===== config.mk =====
export PLATFORM = sky130hd
export DESIGN_NAME = mem_bus_arbiter
export DESIGN_NICKNAME = d
export VERILOG_FILES = /design/src/rtl/mem_bus_pkg.sv /design/src/rtl/mem_bus_arbiter_rr_arb2.sv /design/src/rtl/mem_bus_arbiter.sv
export SDC_FILE = /design/constraint.sdc
export NUM_CORES = 1
export LEC_CHECK = 0
export CAP_MARGIN = 20
export CORE_ASPECT_RATIO = 0.75
export CORE_MARGIN = 3
export CORE_UTILIZATION = 40
export DETAILED_ROUTE_END_ITERATION = 8
export PLACE_DENSITY = 0.69
export SYNTH_ARGS = -nofsm -noshare
export SYNTH_HDL_FRONTEND = slang
export SYNTH_HIERARCHICAL = 1
export SYNTH_SLANG_ARGS = --single-unit
export TNS_END_PERCENT = 10

===== constraint.sdc =====
create_clock -name clk -period 2.46 [get_ports clk]
set_clock_uncertainty 0.2 [all_clocks]
set_input_delay 0.492 -clock clk [delete_from_list [all_inputs] [get_ports clk]]
set_output_delay 0.492 -clock clk [all_outputs]
set_load 0.005 [all_outputs]

===== src/rtl/mem_bus_pkg.sv =====
// Shared constants, state encoding and nibble helpers for the memory bus arbiter.
package mem_bus_pkg;

    localparam int unsigned ADDR_W  = 12;
    localparam int unsigned NIB_W   = 4;
    localparam int unsigned MAX_NIB = 3;
    localparam int unsigned DATA_W  = MAX_NIB * NIB_W;

    localparam int unsigned PORT_CPU = 0;
    localparam int unsigned PORT_LDR = 1;

    typedef enum logic [1:0] {
        IDLE = 2'd0,
        PH_A = 2'd1,
        PH_D = 2'd2,
        DONE = 2'd3
    } state_t;

    // Effective nibble count: a length of zero moves one nibble.
    function automatic logic [1:0] eff_len(input logic [1:0] len);
        return (len == 2'd0) ? 2'd1 : len;
    endfunction

    // Extract nibble idx of a transaction word.
    function automatic logic [NIB_W-1:0] nib_get(input logic [DATA_W-1:0] d,
                                                 input logic [1:0]        idx);
        logic [NIB_W-1:0] r;
        case (idx)
            2'd0:    r = d[0*NIB_W +: NIB_W];
            2'd1:    r = d[1*NIB_W +: NIB_W];
            2'd2:    r = d[2*NIB_W +: NIB_W];
            default: r = '0;
        endcase
        return r;
    endfunction

    // Replace nibble idx of a transaction word.
    function automatic logic [DATA_W-1:0] nib_set(input logic [DATA_W-1:0] d,
                                                  input logic [1:0]        idx,
                                                  input logic [NIB_W-1:0]  nib);
        logic [DATA_W-1:0] r;
        r = d;
        case (idx)
            2'd0:    r[0*NIB_W +: NIB_W] = nib;
            2'd1:    r[1*NIB_W +: NIB_W] = nib;
            2'd2:    r[2*NIB_W +: NIB_W] = nib;
            default: r = d;
        endcase
        return r;
    endfunction

endpackage


===== src/rtl/mem_bus_arbiter_rr_arb2.sv =====
// Two-way round-robin picker; combinational, pointer register lives in the parent.
module rr_arb2 (
    input  logic [1:0] req,
    input  logic       last,
    output logic [1:0] pick_c
);

    // On contention favour the port that was not granted last.
    always_comb begin
        pick_c = 2'b00;
        if (req == 2'b11) begin
            pick_c = last ? 2'b01 : 2'b10;
        end else begin
            pick_c = req;
        end
    end

endmodule


===== src/rtl/mem_bus_arbiter.sv =====
// Shares the nibble-wide memory bus between the CPU and the loader port;
// each grant moves 1-3 consecutive nibbles and is never preempted.
module mem_bus_arbiter
    import mem_bus_pkg::*;
(
    input  logic              clk,
    input  logic              reset,
    input  logic              req0,
    input  logic              req1,
    input  logic              we0,
    input  logic              we1,
    input  logic [11:0]       addr0,
    input  logic [11:0]       addr1,
    input  logic [1:0]        len0,
    input  logic [1:0]        len1,
    input  logic [11:0]       wdata0,
    input  logic [11:0]       wdata1,
    output logic              gnt0,
    output logic              gnt1,
    output logic              done0,
    output logic              done1,
    output logic [11:0]       rdata0,
    output logic [11:0]       rdata1,
    output logic [11:0]       bus_addr,
    output logic              bus_we,
    output logic [3:0]        bus_wdata,
    input  logic [3:0]        bus_rdata
);

    state_t              state, state_d;
    logic                sel, sel_d;
    logic                we_l, we_l_d;
    logic [ADDR_W-1:0]   addr_l, addr_l_d;
    logic [1:0]          n_l, n_l_d;
    logic [DATA_W-1:0]   wdata_l, wdata_l_d;
    logic [1:0]          k, k_d;
    logic                last, last_d;

    logic                gnt0_d, gnt1_d, done0_d, done1_d;
    logic [DATA_W-1:0]   rdata0_d, rdata1_d;
    logic [ADDR_W-1:0]   bus_addr_d;
    logic                bus_we_d;
    logic [NIB_W-1:0]    bus_wdata_d;

    logic [1:0]          pick;
    logic                win_we;
    logic [ADDR_W-1:0]   win_addr;
    logic [1:0]          win_len;
    logic [DATA_W-1:0]   win_wdata;
    logic [1:0]          k_nxt;

    rr_arb2 u_rr_arb2 (
        .req    ({req1, req0}),
        .last   (last),
        .pick_c (pick)
    );

    // Request fields of the port the picker selected.
    always_comb begin
        win_we    = pick[PORT_LDR] ? we1    : we0;
        win_addr  = pick[PORT_LDR] ? addr1  : addr0;
        win_len   = eff_len(pick[PORT_LDR] ? len1 : len0);
        win_wdata = pick[PORT_LDR] ? wdata1 : wdata0;
        k_nxt     = k + 2'd1;
    end

    // Next-state and next-output logic; outputs are computed one cycle ahead and registered.
    always_comb begin
        state_d     = state;
        sel_d       = sel;
        we_l_d      = we_l;
        addr_l_d    = addr_l;
        n_l_d       = n_l;
        wdata_l_d   = wdata_l;
        k_d         = k;
        last_d      = last;
        gnt0_d      = gnt0;
        gnt1_d      = gnt1;
        done0_d     = 1'b0;
        done1_d     = 1'b0;
        rdata0_d    = rdata0;
        rdata1_d    = rdata1;
        bus_addr_d  = bus_addr;
        bus_we_d    = 1'b0;
        bus_wdata_d = '0;

        case (state)
            IDLE: begin
                if (pick != 2'b00) begin
                    state_d    = PH_A;
                    sel_d      = pick[PORT_LDR];
                    we_l_d     = win_we;
                    addr_l_d   = win_addr;
                    n_l_d      = win_len;
                    wdata_l_d  = win_wdata;
                    k_d        = 2'd0;
                    gnt0_d     = pick[PORT_CPU];
                    gnt1_d     = pick[PORT_LDR];
                    bus_addr_d = win_addr;
                    bus_we_d   = win_we;
                    if (win_we) begin
                        bus_wdata_d = nib_get(win_wdata, 2'd0);
                    end else if (pick[PORT_LDR]) begin
                        rdata1_d = '0;
                    end else begin
                        rdata0_d = '0;
                    end
                end
            end
            PH_A: begin
                state_d = PH_D;
            end
            PH_D: begin
                if (!we_l) begin
                    if (sel) rdata1_d = nib_set(rdata1, k, bus_rdata);
                    else     rdata0_d = nib_set(rdata0, k, bus_rdata);
                end
                if (k == n_l - 2'd1) begin
                    state_d = DONE;
                    done0_d = ~sel;
                    done1_d = sel;
                end else begin
                    state_d    = PH_A;
                    k_d        = k_nxt;
                    bus_addr_d = addr_l + ADDR_W'(k_nxt);
                    bus_we_d   = we_l;
                    if (we_l) bus_wdata_d = nib_get(wdata_l, k_nxt);
                end
            end
            DONE: begin
                state_d = IDLE;
                gnt0_d  = 1'b0;
                gnt1_d  = 1'b0;
                last_d  = sel;
            end
            default: begin
                state_d = IDLE;
            end
        endcase
    end

    // State, latched request and output registers with synchronous reset.
    always_ff @(posedge clk) begin
        if (reset) begin
            state     <= IDLE;
            sel       <= 1'b0;
            we_l      <= 1'b0;
            addr_l    <= '0;
            n_l       <= 2'd1;
            wdata_l   <= '0;
            k         <= 2'd0;
            last      <= 1'b1;
            gnt0      <= 1'b0;
            gnt1      <= 1'b0;
            done0     <= 1'b0;
            done1     <= 1'b0;
            rdata0    <= '0;
            rdata1    <= '0;
            bus_addr  <= '0;
            bus_we    <= 1'b0;
            bus_wdata <= '0;
        end else begin
            state     <= state_d;
            sel       <= sel_d;
            we_l      <= we_l_d;
            addr_l    <= addr_l_d;
            n_l       <= n_l_d;
            wdata_l   <= wdata_l_d;
            k         <= k_d;
            last      <= last_d;
            gnt0      <= gnt0_d;
            gnt1      <= gnt1_d;
            done0     <= done0_d;
            done1     <= done1_d;
            rdata0    <= rdata0_d;
            rdata1    <= rdata1_d;
            bus_addr  <= bus_addr_d;
            bus_we    <= bus_we_d;
            bus_wdata <= bus_wdata_d;
        end
    end

endmodule


==> run summary, run 1 <==
antenna-violating nets left: 0
first-pass GRT wire length: 15.4 mm
Layout area overhead: 43.5%
# diodes: 0
Synth Net Count: 477
setup TNS: 0 ps
crit path max fanout: 7
most frequent cells in the layout: 105 x clkdlybuf4s50_1, 78 x dfxtp_1, 65 x nor2_1, 50 x mux2i_1, 37 x nand2_1
clk slew on worst S/H paths: 60 ps
met2 Use GR: 0.293
Avg Inst Size Synth: 9.09 um^2
post-synthesis mux area share: 0.144
Post-Synth Simple-Gate Area: 0.166
Placer Congestion: 0.825
GRT Overall Usage: 0.189
leakage: 0.00199 uW
HPWL Detailed: 7.33 mm
XOR/XNOR share of the synthesized area: 0.0280
max-cap viol count: 0
Iter 0 DRT Violations: 171
Cell Area, Synth: 3710 um^2
Flop pwr share: 0.400
total power: 3590 uW
WP data arrival: 2370 ps
port bufs: 106
core area: 8740 um^2
clock root cell: clkbuf_16
Hold Path Class: reg -> reg
busiest grt layer: met2
Fmax: 0.423 GHz
Die H: 89.4 um
Worst Tran Pin Value: 514 ps
path type of the worst setup path: in -> reg
GR Layer Usage met3: 0.0426
share of layout cells above drive strength 1: 0.0996
Yosys warning count: 6
row count: 29
final WL: 9.59 mm
Gate power share: 0.198
CP endpoint kind: flop
Initial Util: 0.424
RSZ-0062 raised after global routing: true
Avg WL per Cell: 14.8 um
clk sinks: 78
Die X: 117 um
Peak VDD IR: 0.336 mV
cell count after synthesis: 408
TritonCTS clock tree: built
initial antenna violation count: 0
GRT overflow: 0
DRC errors left: 0
Num CTS Buffers: 9
Die ar.: 10,500 um^2
H-tree levels: 3
main combinational cell family by area after synthesis: compound AO/OA/AOI/OAI gates
met1 layer usage reported by global route: 0.266
clock power share: 0.402
P_int: 2660 uW
Netlist cell types: 48
sw frac: 0.260
post-synthesis sequential area ratio: 0.421
PD cells: 675 nW/um^2
vias in the first global route: 3,076
post-synthesis adder-cell area fraction: 0.0256
Max Slew Vio Count: 0
sw power: 933 uW
#FFs+latches synth: 78
drt via density: 5.04
crit path launch type: primary input
Crit path required time: 2470 ps
Synth Area in Compound Gates: 0.169
Tcrit/Tclk final: 0.960
Final min period: 2360 ps
slew margin rel.: 0.657
clock latency at the later pin of the worst-skew pair: 320 ps
commonest non-fill, non-tap cell in the layout: clkdlybuf4s50_1
post-CTS setup buffers: 0
largest net degree at the start of global routing: 37
Clock Tree Buf Depth: 2
Vias: 3,259
Nets: 586
setup violators final: 0
drt first pass iters: 7
Fin. Hold Viols: 0
I/O pin cnt: 107
status: finished clean
==> worst max-delay path, stage by stage <==
cell and delay, ps:
clkdlybuf4s50_1 520, a21boi_1 180, buf_4 160, nor4b_1 230, o21bai_1 190, a21oi_2 300
mux2i_1 240, nor2_1 60
==> cells by family after synthesis <==
logic type | after synthesis
AND/OR/NAND/NOR | 137
AO/OA/AOI/OAI | 83
flip-flops | 78
multiplexers | 52
buffers and inverters | 40
XOR/XNOR | 11
adder cells (fa/ha/maj) | 7
==> synthesized netlist by cell type (all sizes together) <==
master / instances / share of area
dfxtp: 78 / 0.42
nor2: 65 / 0.066
mux2i: 51 / 0.14
nand2: 37 / 0.037
a211oi: 25 / 0.051
a21oi: 25 / 0.046
clkbuf: 19 / 0.019
buf: 12 / 0.018
o211ai: 12 / 0.024
inv: 9 / 0.0091
ha: 6 / 0.020
nand2b: 6 / 0.012
nand3: 6 / 0.0081
xor2: 6 / 0.014
and2: 5 / 0.0088
nor3: 5 / 0.0067
xnor2: 5 / 0.014
a222oi: 4 / 0.011
o32a: 4 / 0.011
a21boi: 3 / 0.0061
nand4: 3 / 0.0051
a31oi: 2 / 0.0034
and4bb: 2 / 0.0067
nor3b: 2 / 0.0040
a211o: 1 / 0.0024
a21o: 1 / 0.0020
a221oi: 1 / 0.0024
a22oi: 1 / 0.0020
a311o: 1 / 0.0027
fa: 1 / 0.0054
mux2: 1 / 0.0030
nand3b: 1 / 0.0020
nor2b: 1 / 0.0017
nor4: 1 / 0.0017
nor4b: 1 / 0.0024
o21a: 1 / 0.0020
o21ai: 1 / 0.0013
o21bai: 1 / 0.0020
or2: 1 / 0.0017
or3: 1 / 0.0017
==> registers in the layout, summed over array words and instances (netlist names) <==
register,count
rdata1,12
last,1
wdata_l,12
addr_l,12
gnt0,1
done0,1
done1,1
gnt1,1
state,2
bus_wdata,4
rdata0,12
k,2
bus_addr,12
we_l,1
n_l,2
sel,1
bus_we,1
==> through the flow <==
stage                     utilization  hold WS, ps  instance area [um^2]  setup slack, ps  cells
after global placement          0.571          238                  4990             -193    630
after detailed placement        0.571          247                  4990             -229    630
after floorplan                     -          248                  3710              278    408
final                           0.609          254                  5320             98.0    646
after CTS                       0.609          255                  5320              101    646
after global routing            0.609          285                  5320            -47.9    646
==> timing repair <==
item | CTS | global route
endpoints found under the setup margin | 0 | 7
hold buffers | 0 | 0
resized for setup | 0 | 0
==> area by class of cell <==
| class | count | area [um^2] |
|---|---|---|
| tap | 124 | 155 |
| timing repair buffer | 129 | 1250 |
| inverter | 9 | 33.8 |
| multi-input combinational | 290 | 1990 |
| fill | 764 | 3420 |
| sequential | 78 | 1560 |
| clock buffer | 10 | 239 |
| clock inverter | 6 | 92.6 |
==> final timing paths <==
path	from	end	slack (ps)	cells past startpoint
hold reg to reg	bus_addr[10]	bus_addr[10]	250	2
hold / removal	bus_addr[10]	bus_addr[10]	250	2
setup / recovery	req0	rdata0[1]	100	8
setup reg to reg	k[1]	bus_addr[11]	130	8
==> routing by layer <==
layer | up-vias | wire length, um | share of wire
met3 | 2 | 540 | 0.056
met4 | 0 | 35 | 0.0037
met2 | 96 | 4410 | 0.46
met1 | 1512 | 4600 | 0.48
li1 | 1649 | - | -
met5 | - | 0 | 0
==> power groups by stage <==
stage          sequential [uW]  combinational [uW]  clock (uW)
3_3_place_gp              1460                 700           0
5_1_grt                   1450                 782        1540
4_1_cts                   1440                 713        1470
2_1_floorplan             1450                 414           0
3_5_place_dp              1460                 711           0
6_report                  1440                 710        1440
(Power assumes the default switching activity.)
==> run 2: changes to the inputs <==
Settings changed: SETUP_SLACK_MARGIN from default to 0.4.
==> run 2 against run 1 <==
Routed wire length rose by 4.9%. Worst setup slack improved by 260 ps. Hold slack got worse by 2.4 ps. Sequential power barely moved. Sequential share of layout area fell by 1.2 points. Core utilization rose by 2.7 points. Sequential cell count did not move. Total power rose by 2.1%. Largest cell class unchanged. Highest routed layer unchanged.
==> run summary, run 2 (synthesized netlist as in run 1, its figures left out) <==
worst reg2reg path endpoint: bus_addr[0]
Max Slew Vio Count: 0 (unchanged)
most frequent cells in the layout: 103 x clkdlybuf4s50_1, 75 x dfxtp_1, 65 x nor2_1, 50 x mux2i_1, 37 x nand2_1
Hold Path End: bus_addr[4]
DRC errors left: 0 (unchanged)
clk slew on worst S/H paths: 60 ps (about the same)
Slowest-stage cell, CP: mux2_4
crit path cell chain: dlygate4sd2_1 > a21boi_4 > mux2_4 > nand2b_4 > a21oi_4 > mux2i_1 > nor2_1
slew margin rel.: 0.631 (-0.0267)
worst stage delay on the critical path: 350 ps (-170 ps)
TritonCTS clock tree: built
RR Startpoint: state[1]
GRT Overall Usage: 0.199 (+0.00989)
H-tree levels: 3 (unchanged)
Tcrit/Tclk final: 0.856 (-0.104)
Final min period: 2110 ps (-257 ps)
Worst Tran Pin Value: 553 ps (+39.3 ps)
Die ar.: 10,500 um^2 (unchanged)
Initial Util: 0.424 (unchanged)
vias in the first global route: 3,227 (+4.9%)
crit path launch type: primary input
Hold Buf Count CTS: 0 (unchanged)
fill count: 708 (-7.3%)
max-cap viol count: 0 (unchanged)
final WL: 10.1 mm (+4.9%)
Post-Place Cell Area: 5090 um^2 (+2.0%)
WP data arrival: 2130 ps (-240 ps)
clock root cell: clkbuf_16
CP endpoint kind: flop
Avg WL per Cell: 15.3 um (+2.8%)
Num CTS Buffers: 9 (unchanged)
hold wc startpoint: bus_addr[4]
Die H: 89.4 um (unchanged)
first-pass GRT wire length: 16.1 mm (+5.0%)
largest net degree at the start of global routing: 35 (-5.4%)
crit path max fanout: 6 (-1)
setup TNS: 0 ps (unchanged)
Vias: 3,357 (+3.0%)
setup violators final: 0 (unchanged)
commonest non-fill, non-tap cell in the layout: clkdlybuf4s50_1
initial antenna violation count: 0 (unchanged)
reg2reg setup slack: 390 ps (+260 ps)
drt first pass iters: 4 (-3)
cell family with most CP delay: compound AO/OA/AOI/OAI gates
row count: 29 (unchanged)
share of layout cells above drive strength 1: 0.155 (+0.0555)
I/O pin cnt: 107 (unchanged)
antenna-violating nets left: 0 (unchanged)
# diodes: 0 (unchanged)
clock latency at the later pin of the worst-skew pair: 330 ps (about the same)
placed insts: 641 (+1.7%)
Nets: 599 (+2.2%)
Hold Path Stages: 2 (unchanged)
GRT overflow: 0 (unchanged)
final instance area: 5550 um^2 (+4.4%)
Die X: 117 um (unchanged)
leakage: 0.00211 uW (+5.9%)
Hold Path Class: reg -> reg
port bufs: 106 (unchanged)
Worst Path Buf+Inv: 1 (-1)
status: finished clean
drt via density: 5.09 (+0.98%)
clk sinks: 78 (unchanged)
FF-to-FF path depth: 6 (-2)
Peak VDD IR: 0.333 mV (-0.99%)
Clock Tree Buf Depth: 2 (unchanged)
Fmax: 0.475 GHz (+12%)
HPWL Detailed: 7.35 mm (+0.28%)
Placer Congestion: 0.828 (+0.29%)
Fin. Hold Viols: 0 (unchanged)
total power: 3670 uW (+2.1%)
core area: 8740 um^2 (unchanged)
post-route insts no fill: 659 (+2.0%)
Layout area overhead: 49.8%
Crit path required time: 2480 ps (about the same)
Iter 0 DRT Violations: 145 (-15%)
PD cells: 661 nW/um^2 (-2.2%)
path type of the worst setup path: in -> reg
RSZ-0062 raised after global routing: true
## run 2: cell count changes in the layout (fill, tap and decap cells not counted), moves of 3 or more
| cell | before | now |
|---|---|---|
| buf_4 | 21 | 30 |
| nor3_1 | 5 | 1 |
| a21oi_4 | 3 | 6 |
| buf_6 | 0 | 3 |
| dfxtp_1 | 78 | 75 |
| dfxtp_2 | 0 | 3 |
## run 2: cell type report
cell class,count,area [um^2],share of cell area
clock buffers,10,239,0.0430
flip-flops and latches,78,1570,0.282
repair buffers,142,1370,0.246
multi-input cells,290,2100,0.378
inverters,9,36.3,0.00653
well taps,124,155,0.0279
clock inverters,6,93.8,0.0169
## run 2: layer usage
metal | share of wire | global-route usage | up-vias
met4 | 0.011 | 0.0573 | 0
li1 | - | - | 1682
met1 | 0.46 | 0.276 | 1562
met5 | 0 | 0 | -
met3 | 0.063 | 0.0507 | 9
met2 | 0.46 | 0.306 | 104
## run 2: tightest hold or removal path, stage by stage (launching register included)
cell     delay [ps]
dfxtp_1         310
nand2_1          50
a21oi_1          50
## run 2: how the worst max path moves through the flow
| stage | startpoint | endpoint | slack (ps) | cells past startpoint |
|---|---|---|---|---|
| floorplan | req1 | rdata1[11] | 390 | 7 |
| global placement | req0 | rdata0[6] | -200 | 7 |
| detailed placement | req0 | rdata0[7] | -260 | 7 |
| CTS | k[0] | bus_addr[8] | 360 | 8 |
| global route | k[0] | bus_addr[6] | 260 | 8 |
| finish | req1 | rdata1[1] | 350 | 7 |
## run 2: timing repair
action | CTS | global route
setup buffers | 1 | 1
pin swaps | 4 | 10
endpoints found under the hold margin | 0 | 0
setup endpoints to repair | 70 | 63
gates resized for setup | 16 | 12
## run 2: stage by stage
step	hold slack, ps	util	setup slack (ps)
3_5_place_dp	244	0.582	-262
2_1_floorplan	248	-	389
3_3_place_gp	240	0.582	-202
6_report	251	0.635	355
5_1_grt	268	0.635	262
4_1_cts	252	0.629	358
## run 2: power breakdown
| group | switching [uW] | leakage (uW) | internal (uW) |
|---|---|---|---|
| sequential | 80.4 | 0.000639 | 1360 |
| clock | 533 | 0.000159 | 923 |
| combinational | 359 | 0.00131 | 411 |
